## src/rtl/fir_coeff_loader.sv

```systemverilog
// rtl/fir_coeff_loader.sv - FIR coefficient stream loader with shadow/active bank commit
module fir_coeff_loader #(
    parameter int DATA_WIDTH = 24,
    parameter int FIR_DEPTH  = 16,
    localparam int IW = (FIR_DEPTH > 1) ? $clog2(FIR_DEPTH) : 1
) (
    input  logic                            i_clk,
    input  logic                            i_rst,
    input  logic                            i_start,
    input  logic                            i_abort,
    input  logic [DATA_WIDTH-1:0]           iv_coeff,
    input  logic                            i_coeff_valid,
    output logic                            o_coeff_ready,
    output logic [FIR_DEPTH*DATA_WIDTH-1:0] ov_weights,
    output logic                            o_weights_valid,
    output logic                            o_busy,
    output logic                            o_done,
    output logic [IW-1:0]                   ov_index
);

    typedef enum logic [1:0] {
        IDLE   = 2'd0,
        LOAD   = 2'd1,
        COMMIT = 2'd2
    } state_t;

    localparam logic [IW-1:0] LAST_IDX = IW'(FIR_DEPTH - 1);

    state_t                state;
    logic [IW-1:0]         idx;
    logic [DATA_WIDTH-1:0] shadow [FIR_DEPTH];

    // Ready and busy are pure decodes of the registered state.
    always_comb begin
        o_coeff_ready = (state == LOAD);
        o_busy        = (state != IDLE);
        ov_index      = idx;
    end

    // Load FSM: assemble words into the shadow bank, then copy the whole set to the active bank in one edge.
    always_ff @(posedge i_clk or posedge i_rst) begin
        if (i_rst) begin
            state           <= IDLE;
            idx             <= '0;
            o_done          <= 1'b0;
            o_weights_valid <= 1'b0;
            ov_weights      <= '0;
            for (int k = 0; k < FIR_DEPTH; k++) begin
                shadow[k] <= '0;
            end
        end else begin
            o_done <= 1'b0;
            case (state)
                IDLE: begin
                    if (i_start) begin
                        state <= LOAD;
                        idx   <= '0;
                    end
                end
                LOAD: begin
                    // Abort takes priority over a beat in the same cycle, including the final one.
                    if (i_abort) begin
                        state <= IDLE;
                        idx   <= '0;
                    end else if (i_coeff_valid) begin
                        shadow[idx] <= iv_coeff;
                        if (idx == LAST_IDX) begin
                            state <= COMMIT;
                            idx   <= '0;
                        end else begin
                            idx <= idx + IW'(1);
                        end
                    end
                end
                COMMIT: begin
                    for (int k = 0; k < FIR_DEPTH; k++) begin
                        ov_weights[k*DATA_WIDTH +: DATA_WIDTH] <= shadow[k];
                    end
                    o_done          <= 1'b1;
                    o_weights_valid <= 1'b1;
                    state           <= IDLE;
                end
                default: begin
                    state <= IDLE;
                    idx   <= '0;
                end
            endcase
        end
    end

endmodule
```

## config.mk

```make
export PLATFORM = sky130hd
export DESIGN_NAME = fir_coeff_loader
export DESIGN_NICKNAME = d
export VERILOG_FILES = /design/src/rtl/fir_coeff_loader.sv
export SDC_FILE = /design/constraint.sdc
export NUM_CORES = 2
export LEC_CHECK = 0
export CAP_MARGIN = 40
export CORE_MARGIN = 5
export CORE_UTILIZATION = 45
export CTS_CLUSTER_SIZE = 40
export DETAILED_ROUTE_END_ITERATION = 10
export GPL_ROUTABILITY_DRIVEN = 0
export PLACE_DENSITY = 0.71
export SLEW_MARGIN = 0
export SYNTH_ARGS = -nofsm -noshare
export SYNTH_HDL_FRONTEND = slang
export SYNTH_SLANG_ARGS = --single-unit
```

## constraint.sdc

```tcl
create_clock -name i_clk -period 30.7 [get_ports i_clk]
set_clock_uncertainty 0.05 [all_clocks]
set_input_delay 4.605 -clock i_clk [delete_from_list [all_inputs] [get_ports i_clk]]
set_output_delay 4.605 -clock i_clk [all_outputs]
set_load 0.02 [all_outputs]
```

==> results by group <==
Clock tree
  • Post-CTS sizing: 0
  • Clk buf depth: 3
  • H-tree Lvls: 3
  • TritonCTS clock tree: yes
  • Post-CTS Hold Buffers: 0
  • Worst-Skew Late Latency: 0.61 ns
  • CTS sink cnt: 776
  • Clock transition at path regs: approximately 0.06 ns
  • CTS Buf Count: just over 80
  • Post-CTS Setup Repair Bufs: 0
  • Root buf cell: clkbuf_16

Job
  • Max-Cap Viols: 0

Global routing
  • Initial antenna violation count: 3
  • First-pass GRT wire length: 110000 µm
  • GRT Total Usage: 0.192
  • GR Overflow Total: 0
  • Number of global-route vias before repair: roughly 17000
  • Largest net degree at the start of global routing: a little over 200

Cells and area
  • Share of cells above drive strength 1: 0.427
  • Synth-to-Final Area Change: 25.9%
  • Fill count: between 5000 and 6000
  • Final instance area: roughly 38000 µm²
  • Commonest non-fill, non-tap cell in the layout: dfrtp_1
  • Post-layout util: 0.571
  • Nets: 2179
  • Most frequent cells in the layout: 776 x dfrtp_1, 508 x mux2_2, 420 x clkdlybuf4s50_1
  • Post-route insts no fill: slightly above 3000

Routing
  • DR iter-0 viols: around 910
  • Routed WL: about 71000 µm
  • TritonRoute pass-1 iters: 4
  • Vias: about 16000
  • DRC violation count after routing: 0
  • Post-route ant nets: 0
  • Avg WL per Cell: between 20 and 25 µm
  • Vias per inst: ~5.1

Floorplan
  • Initial Utilization: 0.453
  • Number of I/O pins: between 400 and 500
  • DIE WIDTH: roughly 270 µm
  • Row count: 95
  • Die area: 72800 µm²
  • Core footprint: approximately 67000 µm²
  • Die Height: 270 µm

Worst setup path
  • Critical path data arrival time: slightly below 9 ns
  • Critical Path RT: approximately 31 ns
  • Crit path top cell by count: buf_4
  • Slowest CP cell: buf_4
  • Crit-path max FO: 184
  • R2R cell count: 6
  • CP Capture Type: async pin
  • Crit Path Class: input pin to async pin
  • Worst path max stage delay: around 0.71 ns
  • CP Cell Sequence: clkdlybuf4s50_1 > inv_8 > buf_4 > buf_4 > buf_16 > buf_12 > buf_4 > buf_16
  • Crit start category: input pin

Min path
  • Hold Crit Class: register to register
  • Hold path depth: 1

Place
  • Dpl cells: between 2000 and 3000
  • DP Worst Slack: between 20 and 25 ns
  • Placed standard-cell area: 35500 µm²
  • DP HPWL: 46800 µm
  • PortBufs: 420

Status
  • Status: finished clean

Logic synthesis
  • Synth cell types: 30
  • Top-area cell type share of the netlist area: 0.639
  • Syn Nets: about 1700
  • Post-Syn Instances: 1710
  • Flops & latches, synth: just under 800
  • Area contributors post-synth: dfrtp_1 64%, mux2_2 19%, mux2_4 12%
  • Post-synthesis sequential area ratio: 0.639
  • Syn. warnings: 0
  • Syn avg cell area: around 18 µm²
  • Synthesized area: slightly above 30000 µm²
  • Post-synth top area cell: dfrtp_1

STA
  • Slew @ Worst Pin: ~1.4 ns
  • RSZ-0062 raised after global routing: false
  • Fin. Hold Viols: 0
  • Final WS setup: 22.59 ns
  • Period utilisation layout: 0.264
  • Fin crit period: about 8.1 ns
  • Achievable clock frequency: between 100 and 150 MHz
  • WHS: between 0.4 and 0.5 ns
  • TNS Setup: 0 ns
  • Setup violators final: 0
  • Slew HR: 0.0579
  • Fin. max-slew vios: 0

Power and ir drop
  • VDD IR-drop max: between 0.03 and 0.04 mV
  • Power Density: approximately 56 nW/µm²
  • Leakage: 18.4 nW
  • Final Total Pwr: between 2 and 2.5 mW
power by group:
group	total [mW]	leakage [nW]	switching, mW	internal, mW
sequential	1.07	10.8	0.0172	1.06
clock	0.981	1.33	0.401	0.579
combinational	0.0855	6.32	0.0480	0.0375
total	2.14	18.4	0.466	1.67
flip-flops by register name, summed over array words and instances, names as in the netlist:
signal           cells
ov_weights         384
shadow             384
o_weights_valid      1
o_done               1
ov_index             4
state                2
kinds of logic (layout without fill, tap and decap cells):
kind of cell | count (synthesis) | count (layout) | share of synthesized area
buffers and inverters | 120 | 623 | 0.0343
adder cells (fa/ha/maj) | 4 | 4 | 0.00165
flip-flops | 776 | 776 | 0.639
AO/OA/AOI/OAI | 8 | 8 | 0.00189
other | 0 | 1 | 0
multiplexers | 769 | 769 | 0.314
AND/OR/NAND/NOR | 33 | 33 | 0.00873
area by class of cell:
| type | count | area [µm²] | share of cell area |
|---|---|---|---|
| multi-input cells | 814 | 9940 | 0.260 |
| flip-flops and latches | 776 | 19400 | 0.508 |
| repair buffers | 467 | 5050 | 0.132 |
| clock inverters | 26 | 268 | 0.00700 |
| well taps | 873 | 1090 | 0.0285 |
| inverters | 6 | 30.0 | 0.000785 |
| diodes | 1 | 2.50 | 0.0000654 |
| clock buffers | 124 | 2450 | 0.0641 |
worst paths after layout:
kind	from	endpoint	slack, ns
min in group asynchronous	i_rst	shadow[221]$_DFFE_PP0P_	4.47
worst max register to register	state[0]$_DFFE_PP0P_	ov_weights[202]$_DFFE_PP0P_	27.55
worst min-delay path	shadow[340]$_DFFE_PP0P_	shadow[340]$_DFFE_PP0P_	0.44
worst max-delay path	i_rst	shadow[8]$_DFFE_PP0P_	22.59
max in group i_clk	state[1]$_DFFE_PP0P_	o_coeff_ready	24.14
worst min register to register	shadow[340]$_DFFE_PP0P_	shadow[340]$_DFFE_PP0P_	0.44
cell usage after synthesis:
cell,n
or2_2,2
buf_12,7
nand2_1,3
buf_2,33
mux2_2,508
nor2_2,1
buf_6,31
clkbuf_1,25
and2_1,1
and3_4,2
nand3_1,1
nand3_4,4
ha_1,4
mux2_4,239
nand4_1,1
and4bb_4,1
dfrtp_1,776
a31oi_1,1
o211ai_1,2
mux2_1,22
and2b_1,3
a21oi_1,2
nor2b_1,2
nor2_1,1
o2bb2ai_1,1
buf_8,18
inv_1,6
a22o_1,2
and3_1,10
nor3b_1,1
routing by layer:
metal | vias up | share of wire | global-route usage
met4 | 6 | 0.016 | 0.0432
met2 | 388 | 0.47 | 0.310
met1 | 8509 | 0.46 | 0.270
li1 | 6891 | - | -
met3 | 89 | 0.051 | 0.0420
met5 | - | 0.00076 | 0
critical path: cells and delay by family:
kind,cells,cell delay [ns]
buf+inv,8,3.92
(Power assumes the default switching activity.)
